===== config.mk =====
export PLATFORM = sky130hd
export DESIGN_NAME = instruction_decoder
export DESIGN_NICKNAME = d
export VERILOG_FILES = /design/src/rtl/instruction_decoder.sv
export SDC_FILE = /design/constraint.sdc
export NUM_CORES = 1
export LEC_CHECK = 0
export CAP_MARGIN = 30
export CORE_MARGIN = 5
export CORE_UTILIZATION = 35
export CTS_CLUSTER_DIAMETER = 50
export DETAILED_ROUTE_END_ITERATION = 10
export GPL_ROUTABILITY_DRIVEN = 0
export SETUP_SLACK_MARGIN = 0.15
export SYNTH_ARGS = -nofsm -noshare
export SYNTH_HDL_FRONTEND = slang
export SYNTH_SLANG_ARGS = --single-unit
export TNS_END_PERCENT = 20

===== constraint.sdc =====
create_clock -name clk -period 4.6 [get_ports clk]
set_input_delay 0.46 -clock clk [delete_from_list [all_inputs] [get_ports clk]]
set_output_delay 0.46 -clock clk [all_outputs]
set_load 0.1 [all_outputs]

===== src/rtl/instruction_decoder.sv =====
// -----------------------------------------------------------------------------
// InstructionDecoder
//
// Purpose:
//    Single-slot decode stage between instruction fetch and the next pipeline
//    stage. A fetched word is captured with a one-cycle acknowledge, decoded
//    into an operation class, register fields and an extended immediate, and
//    then held valid until the next stage consumes it. The block also keeps
//    statistics counters for decoded and illegal instructions.
//
// Ports:
//    clk            - system clock, all state changes on the rising edge
//    reset          - synchronous, active-high reset
//    DIR            - fetch stage has an instruction word ready
//    data_in        - fetched 32-bit instruction word, valid while DIR=1
//    ack_prev       - one-cycle capture acknowledge back to the fetch stage
//    DOR            - decoded fields are valid for the next stage
//    ack_from_next  - next stage has consumed the decoded fields
//    op_class       - 0 NOP, 1 ALU-reg, 2 ALU-imm, 3 LOAD, 4 STORE,
//                     5 BRANCH, 6 JUMP, 7 ILLEGAL
//    rd/rs1/rs2     - raw register fields [25:21], [20:16], [15:11]
//    imm            - extended immediate
//    illegal        - opcode is undefined
//    decoded_count  - wrapping count of decoded instructions
//    illegal_count  - saturating count of illegal instructions
// -----------------------------------------------------------------------------
module instruction_decoder #(
    parameter int COUNT_WIDTH = 16
) (
    input  logic                   clk,
    input  logic                   reset,
    input  logic                   DIR,
    input  logic [31:0]            data_in,
    output logic                   ack_prev,
    output logic                   DOR,
    input  logic                   ack_from_next,
    output logic [2:0]             op_class,
    output logic [4:0]             rd,
    output logic [4:0]             rs1,
    output logic [4:0]             rs2,
    output logic [31:0]            imm,
    output logic                   illegal,
    output logic [COUNT_WIDTH-1:0] decoded_count,
    output logic [7:0]             illegal_count
);

    typedef enum logic [1:0] {
        IDLE      = 2'd0,
        DECODE    = 2'd1,
        WAIT_NEXT = 2'd2
    } stateT;

    localparam logic [2:0] CLASS_NOP     = 3'd0;
    localparam logic [2:0] CLASS_ALU_REG = 3'd1;
    localparam logic [2:0] CLASS_ALU_IMM = 3'd2;
    localparam logic [2:0] CLASS_LOAD    = 3'd3;
    localparam logic [2:0] CLASS_STORE   = 3'd4;
    localparam logic [2:0] CLASS_BRANCH  = 3'd5;
    localparam logic [2:0] CLASS_JUMP    = 3'd6;
    localparam logic [2:0] CLASS_ILLEGAL = 3'd7;

    stateT                  state_q;
    logic [31:0]            wordReg_q;
    logic                   ackPrev_q;
    logic                   dor_q;
    logic [2:0]             opClass_q;
    logic [4:0]             rd_q;
    logic [4:0]             rs1_q;
    logic [4:0]             rs2_q;
    logic [31:0]            imm_q;
    logic                   illegal_q;
    logic [COUNT_WIDTH-1:0] decodedCount_q;
    logic [7:0]             illegalCount_q;

    logic [5:0]             opcode;
    logic [31:0]            immSext;
    logic [2:0]             opClass_d;
    logic [31:0]            imm_d;
    logic                   illegal_d;

    // Combinational decode of the latched word; results are only registered
    // into the outputs while in DECODE, so the outputs stay frozen otherwise.
    assign opcode  = wordReg_q[31:26];
    assign immSext = {{16{wordReg_q[15]}}, wordReg_q[15:0]};

    always_comb begin
        opClass_d = CLASS_ILLEGAL;
        imm_d     = 32'd0;
        illegal_d = 1'b0;
        if (opcode == 6'h00) begin
            opClass_d = CLASS_NOP;
        end else if (opcode <= 6'h0F) begin
            opClass_d = CLASS_ALU_REG;
        end else if (opcode <= 6'h17) begin
            opClass_d = CLASS_ALU_IMM;
            imm_d     = immSext;
        end else if (opcode == 6'h18) begin
            opClass_d = CLASS_LOAD;
            imm_d     = immSext;
        end else if (opcode == 6'h19) begin
            opClass_d = CLASS_STORE;
            imm_d     = immSext;
        end else if (opcode <= 6'h1D) begin
            opClass_d = CLASS_BRANCH;
            imm_d     = immSext;
        end else if (opcode == 6'h1E) begin
            opClass_d = CLASS_JUMP;
            imm_d     = {6'b0, wordReg_q[25:0]};
        end else begin
            opClass_d = CLASS_ILLEGAL;
            illegal_d = 1'b1;
        end
    end

    // Handshake FSM with registered outputs. DIR is only looked at in IDLE,
    // so a request arriving while a word is in flight waits until the FSM has
    // spent at least one cycle back in IDLE (one-deep backpressure). DOR goes
    // high on the edge that leaves DECODE, so the next stage first samples it
    // two edges after the capture.
    always_ff @(posedge clk) begin
        if (reset) begin
            state_q        <= IDLE;
            wordReg_q      <= 32'd0;
            ackPrev_q      <= 1'b0;
            dor_q          <= 1'b0;
            opClass_q      <= 3'd0;
            rd_q           <= 5'd0;
            rs1_q          <= 5'd0;
            rs2_q          <= 5'd0;
            imm_q          <= 32'd0;
            illegal_q      <= 1'b0;
            decodedCount_q <= '0;
            illegalCount_q <= 8'd0;
        end else begin
            case (state_q)
                IDLE: begin
                    dor_q <= 1'b0;
                    if (DIR) begin
                        wordReg_q <= data_in;
                        ackPrev_q <= 1'b1;
                        state_q   <= DECODE;
                    end else begin
                        ackPrev_q <= 1'b0;
                    end
                end
                DECODE: begin
                    ackPrev_q      <= 1'b0;
                    dor_q          <= 1'b1;
                    opClass_q      <= opClass_d;
                    rd_q           <= wordReg_q[25:21];
                    rs1_q          <= wordReg_q[20:16];
                    rs2_q          <= wordReg_q[15:11];
                    imm_q          <= imm_d;
                    illegal_q      <= illegal_d;
                    decodedCount_q <= decodedCount_q + COUNT_WIDTH'(1);
                    if (illegal_d && (illegalCount_q != 8'hFF)) begin
                        illegalCount_q <= illegalCount_q + 8'd1;
                    end
                    state_q        <= WAIT_NEXT;
                end
                WAIT_NEXT: begin
                    ackPrev_q <= 1'b0;
                    if (ack_from_next) begin
                        dor_q   <= 1'b0;
                        state_q <= IDLE;
                    end
                end
                default: begin
                    ackPrev_q <= 1'b0;
                    dor_q     <= 1'b0;
                    state_q   <= IDLE;
                end
            endcase
        end
    end

    assign ack_prev      = ackPrev_q;
    assign DOR           = dor_q;
    assign op_class      = opClass_q;
    assign rd            = rd_q;
    assign rs1           = rs1_q;
    assign rs2           = rs2_q;
    assign imm           = imm_q;
    assign illegal       = illegal_q;
    assign decoded_count = decodedCount_q;
    assign illegal_count = illegalCount_q;

endmodule

# Word level (Yosys, flattened, before mapping)
# Index checks and enable logic that the tools add are counted.
# op_classes
n_eq_ne	8
div	0
n_lt_le_gt_ge	3
add_sub_neg	2
shift	0
bitwise	1
mux	27
multipliers	0
reduce_logical	7
# op_table
op	count
$mux 32	6
$mux 26	1
$eq 6x5->1 const B	3
$add 16x1->16 const B	1
$le 6x5->1 const B	2
$mux 3	4
$mux 1	10
$add 8x1->8 const B	1
$mux 2	4
$ne 8x8->1 const B	1
$le 6x4->1 const B	1
$logic_not 6->1	1
$pmux 2 s3	1
$reduce_and 2->1	3
$ne 2x2->1 const B	2
$eq 2x1->1 const B	1
$eq 2x2->1 const B	1
$logic_not 2->1	1
$pmux 1 s2	1
$reduce_or 2->1	1
$logic_and 1x1->1	1
$not 1->1	1
# word_totals
out_inout_bits	77
romBits	0
ram_bits	0
latchBits	0
inputBits	36
regBits	111
memories	0

# Longest topological paths before layout
# depth
word_depth	10
mapped_depth	6

# Worst setup path before layout
# Ideal clock, no wire load.
# synth_timing
path_type	register to register
from	register decodedCount_q[2], in the netlist decoded_count[2]
to	register decodedCount_q[12], in the netlist decoded_count[12]
stages_incl_launch_ff	5
setup_slack_ns	2.105
setup_time_ns	0.070
t_arrival_ns	2.425
synth_period_minus_slack_ns	2.495
path_cell_list	dfxtp_1 -> nand2_1 -> or4_4 -> or3_1 -> a21oi_1
# synth_between
elab_chain_cells	1
# synth_rtl
item	line_no	text
start: declaration	72	logic [COUNT_WIDTH-1:0] decodedCount_q;
start signal: assignment	155	decodedCount_q <= decodedCount_q + COUNT_WIDTH'(1);
$add 16x1->16	155	
# No other way between the ends.
# A chain may end at the register's enable or synchronous reset.

# Worst setup path after layout
# layout_timing
from	register decodedCount_q[0], in the netlist decoded_count[0]
to	output port decoded_count[0]
# layout_rtl
item	line_no	text
end: declaration	43	output logic [COUNT_WIDTH-1:0] decoded_count,
# No word-level cell between the ends.

==> results.md <==
* Status: complete, no violations
* Cells after synthesis at ~470
* Vias per std cell at 5.029
* Netlist cell types at 40
* Routed WL at roughly 10000 um
* Fin nets at between 600 and 700
* Power per cell area at between 300 and 400 nW/um^2
* Critical Path RT at 4.14 ns
* Clock Pin Slew Worst Setup and Hold Paths at 0.08 ns
* Initial DRC count at approximately 190
* Placed cells at 699
* Die Area at around 14000 sq um
* Clock Skew at slightly above 0.009 ns
* Reg2reg end: illegal_count[6]$_SDFFE_PP0P_
* Die X at roughly 120 um
* Vias in the first global route at 3432
* Crit share post-route at 52.52%
* Post-DP HPWL at 7205 um
* Slew Limit Fails at 0
* DP Area at 5194 sq um
* R2R cell count at 4
* CTS-repair resized insts at 0
* Cell row count at 39
* Critical path class: reg2out
* Seq/Total Area, Yosys at 53.35%
* Via count at approximately 3600
* Fraction of registers with async set/reset at 0%
* Root Driver: clkbuf_16
* Max Cap Violations at 0
* WP buf/inv at 1
* Synthesized cell area at 3978 sq um
* Highest net fanout along the worst path at 5
* Critical path depth at 1
* Ys flop type: dfxtp_1
* CP Capture Type: primary output
* CP endpoint: decoded_count[0]
* Die height at 116.6 um
* RSZ-0062 raised after global routing: no
* CORE AREA at between 10000 and 15000 sq um
* Final Hold Vio Count at 0
* Register bit total from synthesis at 106
* Setup repair bufs after CTS at 0
* Number of antenna violations at the first check in global routing at 0
* Initial Util at 35.29%
* Max rail drop VDD at 0.2307 mV
* Pre-antenna DRT Iters at 5
* Largest net degree at the start of global routing at 69
* Port-buffer cells at 112
* Minimum clock period at about 2.4 ns
* Skew-Pair Late Insertion Delay at 0.34 ns
* GRT Total Usage at 15.39%
* Final instance count without filler cells at 714
* Mapped Nets at 511
* Register-to-register setup slack at 2.24 ns
* Drt wl/cell at ~15 um
* Number of diodes at 0
* First-pass GRT wire length at 16660 um
* Largest stage delay, worst path at 1.18 ns
* Share of post-route cells with drive strength above 1 at roughly 5.3%
* Fmax at 413.9 MHz
* Gr ovfl total at 0
* Hold WC Path Type: reg2reg
* H-tree Lvls at 3
* Sum of negative setup slack at 0 ns
* Final ANT Viol Nets at 0
* Number of flops mapped to enable cells by yosys at 0
* Slew margin rel. at 32.41%
* Largest delay contributor family on the critical path: buffers and inverters
* Leak pwr at 1.849 nW
* CP startpoint kind: flip-flop
* Worst-Margin Slew at 1.011 ns
* Crit path max-delay cell type: clkdlybuf4s50_1
* CTS Hold Bufs at 0
* Area Growth Syn to Fin at 37.62%
* Clk buf depth at 2
* Crit path cell chain: clkdlybuf4s50_1
* Arr. time, crit path at 1.96 ns
* CTS Buf Count at 9
* Hold_ws at 0.4551 ns
* CTS tree: built
* Critical path startpoint: decoded_count[0]$_SDFFE_PP0P_
* Syn Area/Cell at 8.409 sq um
* Worst r2r src: state_q[1]$_SDFFE_PP0P_
* Num ports at 113
* Clock sink total at roughly 110
* DR DRC count at 0
* Final setup fails at 0
* Syn. warnings at 0
* Fin area at roughly 5500 sq um
==> layout make-up <==
cell class / instances / area (sq um)
Fill cell: 1096 / 5798
Sequential cell: 106 / 2122
Multi-Input combinational cell: 327 / 1687
Timing Repair Buffer: 119 / 1191
Clock buffer: 9 / 225.2
Tap cell: 143 / 178.9
Clock inverter: 6 / 55.05
Inverter: 4 / 15.01
==> cells in the mapped netlist, types with 4 or more instances <==
library cell / number / area [sq um]
nand4_1: 4 / 25.02
a22oi_1: 16 / 120.1
clkbuf_1: 25 / 93.84
inv_1: 4 / 15.01
nand3_1: 4 / 20.02
a21oi_1: 63 / 315.3
nor3_1: 6 / 30.03
a221oi_1: 10 / 87.58
o31ai_1: 4 / 30.03
o21ai_0: 12 / 60.06
buf_1: 4 / 15.01
buf_4: 5 / 37.54
dfxtp_1: 106 / 2122
xnor2_1: 7 / 61.31
nor2_1: 48 / 180.2
or4_1: 4 / 30.03
or3_1: 8 / 50.05
nand2_1: 110 / 412.9
==> registers in the layout (all words and copies together), names as in the netlist <==
register / flops
rd: 5
rs1: 5
wordReg_q: 32
op_class: 3
imm: 27
ack_prev: 1
state_q: 2
DOR: 1
illegal_count: 8
rs2: 5
illegal: 1
decoded_count: 16
==> where the power goes <==
group / internal, mW / switching (mW) / leakage (nW)
sequential: 0.944 / 0.0226 / 0.860
combinational: 0.0675 / 0.136 / 0.849
clock: 0.377 / 0.353 / 0.139
total: 1.39 / 0.511 / 1.85
==> per-stage QoR <==
stage	setup slack [ns]	power, mW	utilization, %
2_1_floorplan	2.105	1.118	-
3_3_place_gp	2.264	1.188	45.77
3_5_place_dp	2.208	1.194	46.08
4_1_cts	2.174	1.925	48.56
5_1_grt	2.032	1.984	48.56
6_report	2.184	1.900	48.56
==> logic make-up (layout without fill, tap and decap cells) <==
family,count (synthesis),count (layout),share of synthesized area (%)
DFF,106,106,53.35
buffers and inverters,40,138,4.309
xor gates and xnor gates,10,10,2.202
adders and majority gates,2,2,0.6290
and+or+nand+nor,201,201,22.27
AOI/OAI and AO/OA,114,114,17.24
==> worst min path at each step <==
stage	startpoint	endpoint	slack [ns]	depth (start not counted)
2_1_floorplan	wordReg_q[0]$_SDFFE_PP0P_	wordReg_q[0]$_SDFFE_PP0P_	0.44	2
3_3_place_gp	wordReg_q[10]$_SDFFE_PP0P_	wordReg_q[10]$_SDFFE_PP0P_	0.44	2
3_5_place_dp	wordReg_q[8]$_SDFFE_PP0P_	wordReg_q[8]$_SDFFE_PP0P_	0.45	2
4_1_cts	wordReg_q[8]$_SDFFE_PP0P_	wordReg_q[8]$_SDFFE_PP0P_	0.46	2
5_1_grt	wordReg_q[8]$_SDFFE_PP0P_	wordReg_q[8]$_SDFFE_PP0P_	0.48	2
6_report	wordReg_q[6]$_SDFFE_PP0P_	wordReg_q[6]$_SDFFE_PP0P_	0.46	2
==> per-layer routing <==
layer | global-route usage, % | wire [um]
met1 | 19.36 | 4679
met2 | 25.21 | 4842
met3 | 5.440 | 771
met4 | 4.052 | 154
met5 | 0 | 0
==> cells in the final DEF, fill, tap and decap left out, drive strengths merged, types with 6 or more instances in the layout <==
cell / Yosys / layout
clkdlybuf4s50: 0 / 111
nand2: 110 / 110
dfxtp: 106 / 106
a21oi: 63 / 63
nor2: 48 / 48
a22oi: 16 / 16
o21ai: 12 / 12
a221oi: 10 / 10
clkbuf: 25 / 9
inv: 4 / 9
or3: 8 / 8
buf: 11 / 8
xnor2: 7 / 7
nor3: 7 / 7
or4: 6 / 6
(Power assumes the default switching activity.)
